$ cat src/rtl/riscv_imem_dual_arb.sv
// ---------------------------------------------------------------------------
// riscv_imem_dual_arb
//
// Merges the two instruction-fetch request streams of a dual-fetch core onto
// one single-ported instruction memory. A small tag FIFO records which fetch
// port issued each accepted request. In-order memory responses are steered
// back to that port.
//
// Optional build macro: RISCV_IMEM_DUAL_ARB_PERF_EN
//   defined   -> grant0_cnt / grant1_cnt / conflict_cnt are live counters
//   undefined -> the counter ports are tied to zero and no flops are built
//
// Ports
//   clk, reset                 clock, synchronous active-high reset
//   imemreq{0,1}_msg/val/rdy   fetch-port requests (67-bit mem req msg)
//   imemresp{0,1}_msg/val      fetch-port responses (35-bit mem resp msg)
//   memreq_msg/val/rdy         merged request to memory
//   memresp_msg/val            in-order memory response
//   resp_orphan                sticky: response seen with nothing outstanding
//   grant0_cnt, grant1_cnt     per-port issue counts (perf build)
//   conflict_cnt               cycles with both requests valid (perf build)
// ---------------------------------------------------------------------------
module riscv_imem_dual_arb #(
    parameter int DEPTH = 4,
    parameter int CNT_W = 32
) (
    input  logic             clk,
    input  logic             reset,

    input  logic [66:0]      imemreq0_msg,
    input  logic             imemreq0_val,
    output logic             imemreq0_rdy,
    output logic [34:0]      imemresp0_msg,
    output logic             imemresp0_val,

    input  logic [66:0]      imemreq1_msg,
    input  logic             imemreq1_val,
    output logic             imemreq1_rdy,
    output logic [34:0]      imemresp1_msg,
    output logic             imemresp1_val,

    output logic [66:0]      memreq_msg,
    output logic             memreq_val,
    input  logic             memreq_rdy,
    input  logic [34:0]      memresp_msg,
    input  logic             memresp_val,

    output logic             resp_orphan,
    output logic [CNT_W-1:0] grant0_cnt,
    output logic [CNT_W-1:0] grant1_cnt,
    output logic [CNT_W-1:0] conflict_cnt
);

    localparam int PTR_W = (DEPTH > 1) ? $clog2(DEPTH) : 1;
    localparam int CW    = PTR_W + 1;
    localparam logic [CW-1:0] DEPTH_C = CW'(DEPTH);

    // Tag FIFO storage and control state
    logic             tag_q [DEPTH];
    logic [PTR_W-1:0] wptr_q, wptr_d;
    logic [PTR_W-1:0] rptr_q, rptr_d;
    logic [CW-1:0]    count_q, count_d;
    logic             prio_q, prio_d;
    logic             orphan_q, orphan_d;

    logic any_val, not_full, can_issue, winner, fire;
    logic empty, bypass, push, pop, route_val, route_tag, orphan_evt;

    // Arbitration and issue
    always_comb begin
        any_val   = imemreq0_val || imemreq1_val;
        not_full  = (count_q < DEPTH_C);
        can_issue = !reset && memreq_rdy && not_full;
        // Both valid: priority pointer decides; otherwise whichever is valid.
        winner    = (imemreq0_val && imemreq1_val) ? prio_q : imemreq1_val;

        memreq_val   = !reset && any_val && not_full;
        memreq_msg   = winner ? imemreq1_msg : imemreq0_msg;
        imemreq0_rdy = can_issue && !winner;
        imemreq1_rdy = can_issue && winner;

        fire = memreq_val && memreq_rdy;
    end

    // Response routing
    always_comb begin
        empty = (count_q == '0);
        // An empty FIFO with a same-cycle issue lets the response bypass the
        // FIFO entirely and go straight to the winner.
        bypass     = fire && memresp_val && empty;
        pop        = memresp_val && !empty;
        push       = fire && !bypass;
        orphan_evt = memresp_val && empty && !fire;

        route_val = !reset && (pop || bypass);
        route_tag = bypass ? winner : tag_q[rptr_q];

        imemresp0_msg = memresp_msg;
        imemresp1_msg = memresp_msg;
        imemresp0_val = route_val && !route_tag;
        imemresp1_val = route_val && route_tag;
    end

    // Next-state
    always_comb begin
        wptr_d = wptr_q + PTR_W'(push);
        rptr_d = rptr_q + PTR_W'(pop);
        count_d = count_q;
        case ({push, pop})
            2'b10:   count_d = count_q + CW'(1);
            2'b01:   count_d = count_q - CW'(1);
            default: count_d = count_q;
        endcase
        prio_d   = fire ? ~winner : prio_q;
        orphan_d = orphan_q || orphan_evt;
    end

    always_ff @(posedge clk) begin
        if (reset) begin
            wptr_q   <= '0;
            rptr_q   <= '0;
            count_q  <= '0;
            prio_q   <= 1'b0;
            orphan_q <= 1'b0;
        end else begin
            wptr_q   <= wptr_d;
            rptr_q   <= rptr_d;
            count_q  <= count_d;
            prio_q   <= prio_d;
            orphan_q <= orphan_d;
        end
    end

    // Tag storage carries no reset; validity is tracked by the pointers.
    always_ff @(posedge clk) begin
        if (push) begin
            tag_q[wptr_q] <= winner;
        end
    end

    assign resp_orphan = orphan_q;

`ifdef RISCV_IMEM_DUAL_ARB_PERF_EN
    logic [CNT_W-1:0] grant0_q, grant1_q, conflict_q;

    always_ff @(posedge clk) begin
        if (reset) begin
            grant0_q   <= '0;
            grant1_q   <= '0;
            conflict_q <= '0;
        end else begin
            if (fire && !winner) grant0_q <= grant0_q + CNT_W'(1);
            if (fire && winner)  grant1_q <= grant1_q + CNT_W'(1);
            if (imemreq0_val && imemreq1_val) conflict_q <= conflict_q + CNT_W'(1);
        end
    end

    assign grant0_cnt   = grant0_q;
    assign grant1_cnt   = grant1_q;
    assign conflict_cnt = conflict_q;
`else
    assign grant0_cnt   = '0;
    assign grant1_cnt   = '0;
    assign conflict_cnt = '0;
`endif

endmodule
$ cat config.mk
export PLATFORM = sky130hd
export DESIGN_NAME = riscv_imem_dual_arb
export DESIGN_NICKNAME = d
export VERILOG_FILES = /design/src/rtl/riscv_imem_dual_arb.sv
export SDC_FILE = /design/constraint.sdc
export NUM_CORES = 1
export LEC_CHECK = 0
export BUFFER_PORTS_ARGS = -buffer_cell sky130_fd_sc_hd__buf_2
export CORE_AREA = 2 2 159 161
export CTS_CLUSTER_SIZE = 8
export DETAILED_ROUTE_END_ITERATION = 16
export DIE_AREA = 0 0 161 163
export PLACE_DENSITY = 0.49
export SYNTH_ARGS = -nofsm -noshare
export SYNTH_HDL_FRONTEND = slang
export SYNTH_SLANG_ARGS = --single-unit
$ cat constraint.sdc
create_clock -name clk -period 4.4 [get_ports clk]
set_input_delay 0.66 -clock clk [delete_from_list [all_inputs] [get_ports clk]]
set_output_delay 0.66 -clock clk [all_outputs]
set_load 0.02 [all_outputs]
After elaboration in Yosys (flattened, before gate mapping)

Memory sizes are Yosys's and may differ from the RTL's. A register that Yosys moved wholly into a read port is not among the register bits.
Index checks and enable logic that the tools add are counted.

Flip-flop bits (word level): 9
RAM bits: 4
Input port bits: 175
Output and inout bits: 239
Memories: 1

Memory list:

| name  | words | width | rd ports | clocked after memory_dff | write ports | RTL line | source |
|---|---|---|---|---|---|---|---|
| tag_q | 4     | 1     | 1        | 1                        | 1           | 59       | `logic tag_q [DEPTH];` |

$add $sub $neg: 4
Magnitude comparators: 1
Equality and inequality tests: 2
Muxes and demuxes: 7
Bitwise gates (word level): 1
Reduce and logical (&&, ||, !) cells: 28

Operators by type and width:

| kind                  | count |
|---|---|
| $mux W67              | 1 |
| $logic_and A1 B1 Y1   | 17 |
| $logic_not A1 Y1      | 6 |
| $pmux W3 S2           | 1 |
| $add A2 B1 Y2         | 2 |
| $mux W1               | 4 |
| $add A3 B1 Y3 const B | 1 |
| $logic_not A3 Y1      | 1 |
| $logic_or A1 B1 Y1    | 3 |
| $lt A3 B3 Y1 const B  | 1 |
| $sub A3 B1 Y3 const B | 1 |
| $eq A2 B1 Y1 const B  | 1 |
| $eq A2 B2 Y1 const B  | 1 |
| $mux W2               | 1 |
| $reduce_bool A2 Y1    | 1 |
| $not A1 Y1            | 1 |

Longest topological paths before layout

Gate-level depths: netlist (run 1).

Word-level depth: 10
Depth in mapped cells: 7
Depth with buffers taken out: 7

Least setup slack after synthesis (run 1)

Ideal clock, no wire load.

Path type: input to register
Start: input port reset
End: register count_q[2]
Library setup time: 0.071 ns
Arrival time: 2.359 ns
Slack: 1.970 ns
Stages on the path: 7
Buffers on the path: 0
Cell sequence: o21bai_1 a211o_4 ha_1 fa_1 xnor2_1 or3_1 a21oi_1

Cells in the longest elaborated chain, start to end: 10
Elaborated cells between the ends (all ways): 12

RTL lines:

| element                                           | RTL line | source |
|---|---|---|
| start, declared                                   | 28       | `input logic reset,` |
| $logic_not A1 Y1                                  | 77       | `memreq_val = !reset && any_val && not_full;` |
| $logic_and A1 B1 Y1 (2 in series)                 | 77       |  |
| $logic_and A1 B1 Y1                               | 82       | `fire = memreq_val && memreq_rdy;` |
| $logic_and A1 B1 Y1 (2 in series)                 | 90       | `bypass = fire && memresp_val && empty;` |
| $logic_not A1 Y1                                  | 92       | `push = fire && !bypass;` |
| $logic_and A1 B1 Y1                               | 92       |  |
| $eq A2 B1 Y1 or $eq A2 B2 Y1 (tied branches)      | 109      | `case ({push, pop})` |
| $pmux W3 S2 or $reduce_bool A2 Y1 (tied branches) | -        |  |
| end signal, assigned                              | 128      | `count_q <= count_d;` |
| end, declared                                     | 62       | `logic [CW-1:0] count_q, count_d;` |

Parallel ways exist; a longest one is shown, timed or not.
A chain may end at the register's enable or synchronous reset.

Worst setup path after layout (run 1)

Start: input port imemreq0_val
End: output port memreq_msg[34]

Cells in the longest elaborated chain, start to end: 3

RTL lines:

| element             | RTL line | source |
|---|---|---|
| start, declared     | 31       | `input logic imemreq0_val,` |
| $logic_and A1 B1 Y1 | 75       | `winner = (imemreq0_val && imemreq1_val) ? prio_q : imemreq1_val;` |
| $mux W1             | 75       |  |
| $mux W67            | 78       | `memreq_msg = winner ? imemreq1_msg : imemreq0_msg;` |
| end, declared       | 42       | `output logic [66:0] memreq_msg,` |

Every way passes these cells.

==> reports/qor_table.md, run 1 <==
| Result | This run |
|:---|:---|
| Outcome | completed |
| Wire length of the first global-routing pass | 10.2 mm |
| LEAKAGE | 1.99 nW |
| Net Sw Power | 0.365 mW |
| Cells taking the most area after synthesis | sky130_fd_sc_hd__buf_4 40%, sky130_fd_sc_hd__mux2_4 33%, sky130_fd_sc_hd__dfxtp_1 5.8% |
| Post-CTS Setup Repair Bufs | 0 |
| Final Wtd Congestion | 0.651 |
| Die width | 161 um |
| I/O pin count | 414 |
| Total via count in the routed design | 2182 |
| Unrepaired setup endpoints after global routing | no |
| Vias per inst | 2.82 |
| Number of clock buffers inserted by TritonCTS | 3 |
| Source-to-sink clock delay at the later pin of the worst-skew pair | 0.24 ns |
| Top-area cell type share of the netlist area | 40.4% |
| Growth of design area from synthesis to finish | 17.9% |
| Power per cell area | 236 nW/um2 |
| Avg Inst Size Synth | 10.1 um2 |
| Clock transition time at the flip-flop clock pins of the worst setup and hold paths | 0.05 ns |
| Seq cells post-synth | 13 |
| Commonest cells after routing, fill and taps aside | 212 x sky130_fd_sc_hd__buf_2, 96 x sky130_fd_sc_hd__conb_1, 67 x sky130_fd_sc_hd__mux2_4 |
| Vias in the first global route | 1901 |
| DP HPWL | 6.91 mm |
| Number of endpoints with negative hold slack in the final report | 0 |
| Synthesized instance count | 304 |
| Total placed cells including tap cells | 769 |
| Setup TNS after final layout | 0 ns |
| Pins over their slew limit | 0 |
| Sequential share of power | 19.2% |
| Commonest non-fill, non-tap cell in the layout | sky130_fd_sc_hd__buf_2 |
| Sequential-to-total area share from yosys stat | 9.74% |
| CTS Buffer Depth | 2 |
| Total of buffers placed on input and output ports | 212 |
| CTS sink count | 13 |
| Synthesis warning total | 0 |
| Cell Area, Synth | 3080 um2 |
| Largest area contributor in the netlist | sky130_fd_sc_hd__buf_4 |
| Net count of the finished layout | 623 |
| Kind of end point of the critical path | output pin |
| Unique cell type count in the Yosys netlist | 35 |
| Number of placement rows | 58 |
| Post-CTS Resized | 0 |
| Switching share of power | 42.6% |
| Maximum level of the CTS H-tree | 1 |
| Final worst path period need | 2.83 ns |
| Sort of element at the start of the critical path | input port |
| Root buf cell | sky130_fd_sc_hd__clkbuf_16 |
| Total DRC errors in the routed layout | 0 |
| Initial antenna violation count | 0 |
| Floorplan die area | 26200 um2 |
| Detailed-route wire length per cell | 10.3 um |
| Count of final setup violators | 0 |
| Clock Skews | 0.00378 ns |
| ANT nets after route | 0 |
| GRT Total Usage | 5.05% |
| Highest clock rate | 0.353 GHz |
| Clock tree from TritonCTS | built |
| Antenna cells | 0 |
| Die outline height | 163 um |
| Required time at the endpoint of the critical path | 3.74 ns |
| Proportion of layout cells with a drive suffix above 1 | 66.1% |
| Part of the total power dissipated in combinational logic | 60.7% |
| Length of the first detailed-routing pass in iterations | 4 |
| Largest net degree at the start of global routing | 38 |
| Non-filler instance count after layout | 773 |
| Initial standard-cell utilization of the core | 12.5% |
| Final Routed Wirelength | 7.94 mm |
| Part of the cycle the worst path needs | 64.3% |
| Clock group share of total power | 20.0% |
| Core area | 24700 um2 |
| Number of hold buffers added after CTS | 0 |
| Remaining global-route overflow | 0 |
| Max VDD drop | 0.000135 V |
| Internal Power | 0.493 mW |
| Max FO, Critical Path | 37 |
| Arrival time worst endpoint | 2.17 ns |
| Kind of path behind the tightest hold check | register to register |
| Setup Crit Path Kind | input port to output pin |
| Max-cap viol count | 0 |
| Drt first-iter violations | 29 |
[metal layers]
metal  vias up  track usage [%]  wire length (um)
met3         4             3.49              1360
li1       1022                -                 -
met4         0             1.18                55
met1       944             5.61              2890
met5         -                0                 0
met2       212             7.92              3630
[cells by family (layout without fill, tap and decap cells)]
| group | after synthesis | count (layout) | share of synthesized area (%) |
|---|---|---|---|
| other cells | 1 | 96 | 0.122 |
| buf+inv | 179 | 223 | 45.6 |
| fa+ha+maj | 4 | 4 | 1.87 |
| flops | 13 | 13 | 9.74 |
| xor+xnor | 4 | 4 | 1.14 |
| mux | 69 | 69 | 33.7 |
| compound gates | 11 | 11 | 3.17 |
| simple gates | 23 | 23 | 4.67 |
[worst max-delay path: stages]
cell                      delay (ns)
sky130_fd_sc_hd__buf_2          0.11
sky130_fd_sc_hd__inv_1          0.08
sky130_fd_sc_hd__o21ai_4        0.07
sky130_fd_sc_hd__inv_4          0.34
sky130_fd_sc_hd__buf_12         0.32
sky130_fd_sc_hd__mux2_4         0.33
sky130_fd_sc_hd__buf_2          0.16
[sequential cells by signal, indices dropped and copies added, names as in the netlist]
| name | count |
|---|---|
| count_q | 3 |
| rptr_q | 2 |
| tag_q | 4 |
| wptr_q | 2 |
| prio_q | 1 |
| resp_orphan | 1 |
[cell usage after synthesis]
| library cell | instances |
|---|---|
| sky130_fd_sc_hd__inv_4 | 1 |
| sky130_fd_sc_hd__nor2_1 | 8 |
| sky130_fd_sc_hd__inv_1 | 3 |
| sky130_fd_sc_hd__a21oi_1 | 3 |
| sky130_fd_sc_hd__ha_1 | 3 |
| sky130_fd_sc_hd__o21bai_1 | 1 |
| sky130_fd_sc_hd__mux2_4 | 67 |
| sky130_fd_sc_hd__nor3b_2 | 2 |
| sky130_fd_sc_hd__mux4_2 | 1 |
| sky130_fd_sc_hd__or3_1 | 1 |
| sky130_fd_sc_hd__and3_1 | 1 |
| sky130_fd_sc_hd__nor2b_1 | 4 |
| sky130_fd_sc_hd__inv_2 | 1 |
| sky130_fd_sc_hd__a311oi_1 | 1 |
| sky130_fd_sc_hd__nor3_4 | 1 |
| sky130_fd_sc_hd__clkbuf_1 | 1 |
| sky130_fd_sc_hd__buf_12 | 6 |
| sky130_fd_sc_hd__a41o_1 | 1 |
| sky130_fd_sc_hd__dfxtp_1 | 9 |
| sky130_fd_sc_hd__o211ai_1 | 1 |
| sky130_fd_sc_hd__nand2b_2 | 1 |
| sky130_fd_sc_hd__a32o_1 | 1 |
| sky130_fd_sc_hd__buf_8 | 1 |
| sky130_fd_sc_hd__buf_4 | 166 |
| sky130_fd_sc_hd__xnor2_1 | 3 |
| sky130_fd_sc_hd__xor2_1 | 1 |
| sky130_fd_sc_hd__nor3_1 | 4 |
| sky130_fd_sc_hd__o21ai_0 | 1 |
| sky130_fd_sc_hd__mux2i_1 | 1 |
| sky130_fd_sc_hd__a211o_4 | 1 |
| sky130_fd_sc_hd__o21ai_4 | 1 |
| sky130_fd_sc_hd__fa_1 | 1 |
| sky130_fd_sc_hd__edfxtp_1 | 4 |
| sky130_fd_sc_hd__nand2b_1 | 1 |
| sky130_fd_sc_hd__conb_1 | 1 |
[per-stage QoR]
step	hold slack, ns	utilization (%)	total power, mW	cell area, um2	setup slack, ns
after global placement	0.435	14.4	0.685	3560	1.58
after global routing	0.497	14.7	0.912	3630	1.49
after floorplan	0.484	-	0.712	3440	1.97
final	0.441	14.7	0.858	3630	1.57
after detailed placement	0.441	14.4	0.690	3560	1.56
after CTS	0.447	14.7	0.865	3630	1.56
[power by group through the flow]
stage                     sequential (mW)  combinational, mW  clock [mW]
final                               0.165              0.521       0.172
after global routing                0.168              0.561       0.182
after CTS                           0.166              0.525       0.174
after detailed placement            0.168              0.522           0
after global placement              0.167              0.518           0
after floorplan                     0.167              0.545           0
[worst paths after layout]
kind | start | to | slack (ns) | cells past startpoint
setup / recovery | imemreq0_val | memreq_msg[34] | 1.57 | 7
hold / removal | resp_orphan$_SDFF_PP0_ | resp_orphan$_SDFF_PP0_ | 0.44 | 2
setup reg to reg | count_q[2]$_SDFFE_PP0P_ | count_q[2]$_SDFFE_PP0P_ | 2.17 | 7
hold reg to reg | resp_orphan$_SDFF_PP0_ | resp_orphan$_SDFF_PP0_ | 0.44 | 2
[area by class of cell]
| type | instances | area (um2) |
|---|---|---|
| Tap cell | 330 | 413 |
| Sequential cell | 13 | 300 |
| Fill cell | 2820 | 21000 |
| Inverter | 5 | 21.3 |
| Clock buffer | 4 | 78.8 |
| Timing Repair Buffer | 214 | 1090 |
| Multi-Input combinational cell | 207 | 1730 |
Power figures use the tool's default switching activity.
==> run 2, diff against run 1 <==
--- a/config.mk
+++ b/config.mk
@@ -10,7 +10,7 @@
 export CTS_CLUSTER_SIZE = 8
 export DETAILED_ROUTE_END_ITERATION = 16
 export DIE_AREA = 0 0 161 163
-export PLACE_DENSITY = 0.49
+export PLACE_DENSITY = 0.51
 export SYNTH_ARGS = -nofsm -noshare
 export SYNTH_HDL_FRONTEND = slang
 export SYNTH_SLANG_ARGS = --single-unit
==> constraint.sdc (replaced) <==
create_clock -name clk -period 2.5 [get_ports clk]
set_input_delay 0.375 -clock clk [delete_from_list [all_inputs] [get_ports clk]]
set_output_delay 0.375 -clock clk [all_outputs]
set_load 0.02 [all_outputs]
==> reports/qor_table.md, run 2 (synthesized netlist as in run 1, its figures left out) <==
| Result | This run | Delta |
|:---|:---|:---|
| GRT Total Usage | 5.62% | +0.57 points |
| Root buf cell | sky130_fd_sc_hd__clkbuf_16 |  |
| Arrival time worst endpoint | 2.37 ns | +0.20 ns |
| Largest net degree at the start of global routing | 21 | -45% |
| Kind of end point of the critical path | register |  |
| Register name with the most flops | tag_q |  |
| Net count of the finished layout | 630 | +1.1% |
| Total DRC errors in the routed layout | 0 | unchanged |
| Source-to-sink clock delay at the later pin of the worst-skew pair | 0.24 ns | about the same |
| Die width | 161 um | unchanged |
| Reg-to-reg setup timing slack | 0.30 ns | -1.87 ns |
| Final Wtd Congestion | 0.687 | +5.5% |
| Clock transition time at the flip-flop clock pins of the worst setup and hold paths | 0.04 ns | about the same |
| Clock group share of total power | 19.6% | -0.4 points |
| CTS sink count | 13 | unchanged |
| Max-cap viol count | 0 | unchanged |
| Largest registers ranked by flip-flop count | tag_q: 4 flops, count_q: 3 flops |  |
| Largest register FFs | 4 | unchanged |
| Internal Power | 0.879 mW | +78% |
| Vias per inst | 2.86 | +1.3% |
| Pins over their slew limit | 0 | unchanged |
| Part of the total power dissipated in combinational logic | 61.5% | +0.8 points |
| Length of the first detailed-routing pass in iterations | 4 | unchanged |
| Post-CTS Setup Repair Bufs | 0 | unchanged |
| Final worst path period need | 2.20 ns |  |
| Max VDD drop | 0.000140 V | +3.6% |
| Number of placement rows | 58 | unchanged |
| Final Routed Wirelength | 8.86 mm | +12% |
| Core area | 24700 um2 | unchanged |
| Delay of the slowest cell on the worst path | 0.38 ns | +0.04 ns |
| Number of clock buffers inserted by TritonCTS | 3 | unchanged |
| Total of buffers placed on input and output ports | 212 | unchanged |
| Proportion of layout cells with a drive suffix above 1 | 66.7% | +0.53 points |
| Post-CTS Resized | 0 | unchanged |
| Remaining global-route overflow | 0 | unchanged |
| Die outline height | 163 um | unchanged |
| Maximum level of the CTS H-tree | 1 | unchanged |
| Number of endpoints with negative hold slack in the final report | 0 | unchanged |
| Post-layout utilization of the core | 15.0% | +0.26 points |
| Drt first-iter violations | 58 | +100% |
| Slowest cell on crit path | sky130_fd_sc_hd__fa_1 |  |
| Non-filler instance count after layout | 780 | +0.91% |
| Startpoint of the worst setup timing path | count_q[2]$_SDFFE_PP0P_ |  |
| Number of fillers in the final layout | 2822 | +0.071% |
| Growth of design area from synthesis to finish | 20.0% |  |
| Floorplan die area | 26200 um2 | unchanged |
| Number of hold buffers added after CTS | 0 | unchanged |
| Count of final setup violators | 0 | unchanged |
| Wire length of the first global-routing pass | 11.0 mm | +8.0% |
| Initial antenna violation count | 2 | +2 |
| Highest clock rate | 0.455 GHz |  |
| CTS Buffer Depth | 2 | unchanged |
| Unrepaired setup endpoints after global routing | no |  |
| Commonest non-fill, non-tap cell in the layout | sky130_fd_sc_hd__buf_2 |  |
| Hold Path Origin | imemreq1_val |  |
| Net Sw Power | 0.657 mW | +80% |
| LEAKAGE | 2.03 nW | +1.9% |
| Setup Crit Path Kind | register to register |  |
| Switching share of power | 42.8% | +0.24 points |
| Cells traversed along the worst timing path | nand2b_2, a211o_4, ha_1, fa_1, xnor2_1, or3_1, a21oi_1 |  |
| Part of the cycle the worst path needs | 87.9% |  |
| Outcome | completed |  |
| Sequential share of power | 18.9% | -0.3 points |
| Vias in the first global route | 1895 | -0.32% |
| I/O pin count | 414 | unchanged |
| Total placed cells including tap cells | 776 | +0.91% |
| Initial standard-cell utilization of the core | 12.5% | unchanged |
| Detailed-route wire length per cell | 11.4 um | +11% |
| Clock Skews | 0.00119 ns | -0.00259 ns |
| Sort of element at the start of the critical path | register |  |
| ANT nets after route | 0 | unchanged |
| Power per cell area | 415 nW/um2 | +76% |
| Required time at the endpoint of the critical path | 2.68 ns | -1.06 ns |
| Kind of path behind the tightest hold check | input port to register |  |
| Clock tree from TritonCTS | built |  |
| DP HPWL | 7.81 mm | +13% |
| Total via count in the routed design | 2231 | +2.2% |
| Worst hold slack across all endpoints | 0.419 ns | -0.0222 ns |
| Antenna cells | 0 | unchanged |
| Max FO, Critical Path | 6 | -84% |
| Commonest cells after routing, fill and taps aside | 212 x sky130_fd_sc_hd__buf_2, 96 x sky130_fd_sc_hd__conb_1, 67 x sky130_fd_sc_hd__mux2_4 |  |
| Setup TNS after final layout | 0 ns | unchanged |
| Startpoint of the worst register-to-register path | count_q[2]$_SDFFE_PP0P_ |  |
| Total chip power | 1.54 mW | +79% |
-- run 2: cell types whose count changed in the layout (fill, tap and decap cells not counted) --
cell | previous run | this run
sky130_fd_sc_hd__buf_4 | 1 | 7
sky130_fd_sc_hd__buf_12 | 1 | 2
-- run 2: critical path, delay by kind of cell, from the launching register on --
family | cells | cell delay, ns
XOR/XNOR | 1 | 0.14
AO/OA/AOI/OAI | 2 | 0.45
adder cells (fa/ha/maj) | 2 | 0.63
flip-flops | 1 | 0.36
AND/OR/NAND/NOR | 2 | 0.55
-- run 2: final timing paths --
path / end / cells past startpoint
worst max-delay path: count_q[2]$_SDFFE_PP0P_ / 7
worst min-delay path: prio_q$_SDFFE_PP0N_ / 2
worst max register to register: count_q[2]$_SDFFE_PP0P_ / 7
worst min register to register: resp_orphan$_SDFF_PP0_ / 2
-- run 2: area by class of cell --
class                   count  area, um2  share of cell area (%)
clock buffers               4       78.8                    2.13
inverters                   5       21.3                   0.575
multi-input cells         207       1730                    46.8
flip-flops and latches     13        300                    8.12
well taps                 330        413                    11.2
repair buffers            221       1150                    31.2
-- run 2: through the flow --
step	worst slack [ns]	cell area, um2
6_report	0.304	3700
5_1_grt	0.189	3700
4_1_cts	0.286	3700
3_5_place_dp	0.167	3620
3_3_place_gp	0.151	3620
2_1_floorplan	0.355	3440
-- run 2: layer usage --
layer  share of wire, %  track usage, %  vias to the layer above
li1                   -               -                     1039
met1                 38            6.53                      973
met2                 46            8.76                      215
met3                 16            3.54                        4
met4               0.61            1.22                        0
met5                  0               0                        -
-- run 2: power by group through the flow --
stage          clock network, mW  logic [mW]  registers [mW]
3_3_place_gp                   0       0.940           0.293
4_1_cts                    0.306       0.954           0.291
2_1_floorplan                  0       0.959           0.294
6_report                   0.301       0.945           0.290
5_1_grt                    0.317        1.01           0.298
3_5_place_dp                   0       0.941           0.294
==> run 3, diff against run 2 <==
==> config.mk (replaced) <==
export PLATFORM = sky130hd
export DESIGN_NAME = riscv_imem_dual_arb
export DESIGN_NICKNAME = d
export VERILOG_FILES = /design/src/rtl/riscv_imem_dual_arb.sv
export SDC_FILE = /design/constraint.sdc
export NUM_CORES = 1
export LEC_CHECK = 0
export CORE_AREA = 2 2 163 165
export CTS_CLUSTER_SIZE = 8
export DETAILED_ROUTE_END_ITERATION = 16
export DIE_AREA = 0 0 165 167
export DONT_BUFFER_PORTS = 1
export SYNTH_ARGS = -nofsm -noshare
export SYNTH_HDL_FRONTEND = slang
export SYNTH_SLANG_ARGS = --single-unit
==> reports/qor_table.md, run 3 (synthesized netlist as in run 1, its figures left out) <==
| Result | This run | Delta |
|:---|:---|:---|
| Pins over their slew limit | 0 | unchanged |
| Cell family with the largest share of critical-path delay | adder cells |  |
| I/O pin count | 414 | unchanged |
| Number of clock buffers inserted by TritonCTS | 3 | unchanged |
| CTS sink count | 13 | unchanged |
| Total of buffers placed on input and output ports | 0 | -100% |
| Outcome | completed |  |
| Transition time at the pin with the least slew margin | 0.675 ns |  |
| Cell area after placement | 2500 um2 | -31% |
| Required time at the endpoint of the critical path | 2.67 ns | about the same |
| Total buffers and inverters traversed by the critical path | 0 | unchanged |
| Cells traversed along the worst timing path | nand2b_2, a211o_4, ha_1, fa_1, xnor2_1, or3_1, a21oi_1 |  |
| Number of fillers in the final layout | 2929 | +3.8% |
| Root buf cell | sky130_fd_sc_hd__clkbuf_16 |  |
| Max-cap viol count | 0 | unchanged |
| Kind of path behind the tightest hold check | input port to register |  |
| Commonest non-fill, non-tap cell in the layout | sky130_fd_sc_hd__conb_1 |  |
| Number of placement rows | 59 | +1.7% |
| Setup Crit Path Kind | register to register |  |
| Largest registers ranked by flip-flop count | tag_q: 4 flops, count_q: 3 flops |  |
| Final Wtd Congestion | 0.691 | +0.68% |
| Post-layout utilization of the core | 10.0% | -5.0 points |
| GRT Total Usage | 3.97% | -1.7 points |
| Maximum level of the CTS H-tree | 1 | unchanged |
| Largest net degree at the start of global routing | 58 | +180% |
| Arrival time worst endpoint | 2.39 ns | +0.02 ns |
| Clock transition time at the flip-flop clock pins of the worst setup and hold paths | 0.04 ns | about the same |
| Finished Cell Area | 2580 um2 | -30% |
| Net count of the finished layout | 411 | -35% |
| Post-CTS Setup Repair Bufs | 0 | unchanged |
| Remaining global-route overflow | 0 | unchanged |
| DP HPWL | 5.98 mm | -23% |
| Part of the cycle the worst path needs | 89.0% | +1.1 points |
| Initial antenna violation count | 0 | -2 |
| Vias in the first global route | 1144 | -40% |
| Source-to-sink clock delay at the later pin of the worst-skew pair | 0.24 ns | about the same |
| Count of final setup violators | 0 | unchanged |
| Max FO, Critical Path | 6 | unchanged |
| Post-CTS Resized | 0 | unchanged |
| Length of the first detailed-routing pass in iterations | 2 | -2 |
| Core area | 25800 um2 | +4.4% |
| CTS Buffer Depth | 2 | unchanged |
| Number of endpoints with negative hold slack in the final report | 0 | unchanged |
| Unrepaired setup endpoints after global routing | no |  |
| Sort of element at the start of the critical path | register |  |
| Highest clock rate | 0.450 GHz | -1.3% |
| Wire length of the first global-routing pass | 7.69 mm | -30% |
| Largest register FFs | 4 | unchanged |
| Register name with the most flops | tag_q |  |
| ANT nets after route | 0 | unchanged |
| Delay of the slowest cell on the worst path | 0.39 ns | about the same |
| Growth of design area from synthesis to finish | -16.3% |  |
| Met3 usage | 2.81% | -0.73 points |
| Relative slew slack | 54.6% |  |
| Met1 GRT Util | 4.23% | -2.3 points |
| Detailed-route wire length per cell | 11.6 um | +2.4% |
| Drt first-iter violations | 28 | -52% |
| Clock tree from TritonCTS | built |  |
| Clock Skews | 0.000557 ns | -0.000636 ns |
| Setup TNS after final layout | 0 ns | unchanged |
| Total via count in the routed design | 1413 | -37% |
| LEAKAGE | 1.15 nW | -43% |
| Vias per inst | 2.50 | -13% |
| Floorplan die area | 27600 um2 | +5.0% |
| Die width | 165 um | +2.5% |
| Kind of end point of the critical path | register |  |
| Antenna cells | 0 | unchanged |
| Commonest cells after routing, fill and taps aside | 96 x sky130_fd_sc_hd__conb_1, 67 x sky130_fd_sc_hd__mux2_4, 9 x sky130_fd_sc_hd__dfxtp_1 |  |
| Number of hold buffers added after CTS | 0 | unchanged |
| Final Routed Wirelength | 6.58 mm | -26% |
| Max VDD drop | 0.000160 V | +14% |
| Proportion of layout cells with a drive suffix above 1 | 35.1% | -32 points |
| Global-route track usage on met2 | 6.12% | -2.6 points |
| Power per cell area | 509 nW/um2 | +23% |
| Slowest cell on crit path | sky130_fd_sc_hd__fa_1 |  |
| Global routing's busiest layer | met2 |  |
| Initial standard-cell utilization of the core | 12.0% | -0.53 points |
| Final worst path period need | 2.22 ns | +0.0282 ns |
| Die outline height | 167 um | +2.5% |
| Total DRC errors in the routed layout | 0 | unchanged |
-- run 3: changes by cell type in the layout (fill, tap and decap cells not counted) --
| cell | delta |
|---|---|
| sky130_fd_sc_hd__buf_2 | -212 |
| sky130_fd_sc_hd__buf_4 | -6 |
| sky130_fd_sc_hd__buf_12 | -1 |
-- run 3: cell type report --
cell class | count | area [um2] | area share (%)
clock buffers | 4 | 78.8 | 3.06
multi-input cells | 207 | 1730 | 67.2
flip-flops and latches | 13 | 300 | 11.6
repair buffers | 2 | 27.5 | 1.07
well taps | 335 | 419 | 16.2
inverters | 5 | 21.3 | 0.824
-- run 3: worst paths after layout --
| kind | startpoint | endpoint | slack, ns | cells after the start |
|---|---|---|---|---|
| hold / removal | reset | count_q[2]$_SDFFE_PP0P_ | 0.21 | 1 |
| hold reg to reg | rptr_q[1]$_SDFF_PP0_ | rptr_q[1]$_SDFF_PP0_ | 0.53 | 2 |
| setup reg to reg | count_q[2]$_SDFFE_PP0P_ | count_q[2]$_SDFFE_PP0P_ | 0.28 | 7 |
| setup / recovery | count_q[2]$_SDFFE_PP0P_ | count_q[2]$_SDFFE_PP0P_ | 0.28 | 7 |
-- run 3: routing by layer --
layer | wire length (um) | share of wire (%) | vias to the layer above
met5 | 0 | 0 | -
met4 | 54 | 0.82 | 0
met3 | 1070 | 16 | 2
met2 | 3310 | 50 | 179
met1 | 2140 | 33 | 630
li1 | - | - | 602
-- run 3: stage by stage --
step	total power, mW	std cells	hold WS (ns)	setup slack, ns
final	1.31	566	0.209	0.276
after global routing	1.40	566	0.202	0.175
after CTS	1.33	566	0.204	0.261
after floorplan	1.25	399	0.447	0.355
after global placement	1.02	562	0.453	0.302
after detailed placement	1.03	562	0.455	0.249
-- run 3: worst register-to-register path, cell delays in order, from the launching register on --
cell and delay [ns]:
sky130_fd_sc_hd__dfxtp_1 0.36, sky130_fd_sc_hd__nand2b_2 0.25, sky130_fd_sc_hd__a211o_4 0.32, sky130_fd_sc_hd__ha_1 0.25
sky130_fd_sc_hd__fa_1 0.39, sky130_fd_sc_hd__xnor2_1 0.14, sky130_fd_sc_hd__or3_1 0.30, sky130_fd_sc_hd__a21oi_1 0.14
-- run 3: power breakdown --
part | total, mW | switching, mW | leakage, nW | internal, mW
combinational | 0.723 | 0.458 | 1.00 | 0.264
sequential | 0.297 | 0.0446 | 0.110 | 0.252
clock | 0.294 | 0.0801 | 0.0382 | 0.214
total | 1.31 | 0.583 | 1.15 | 0.731
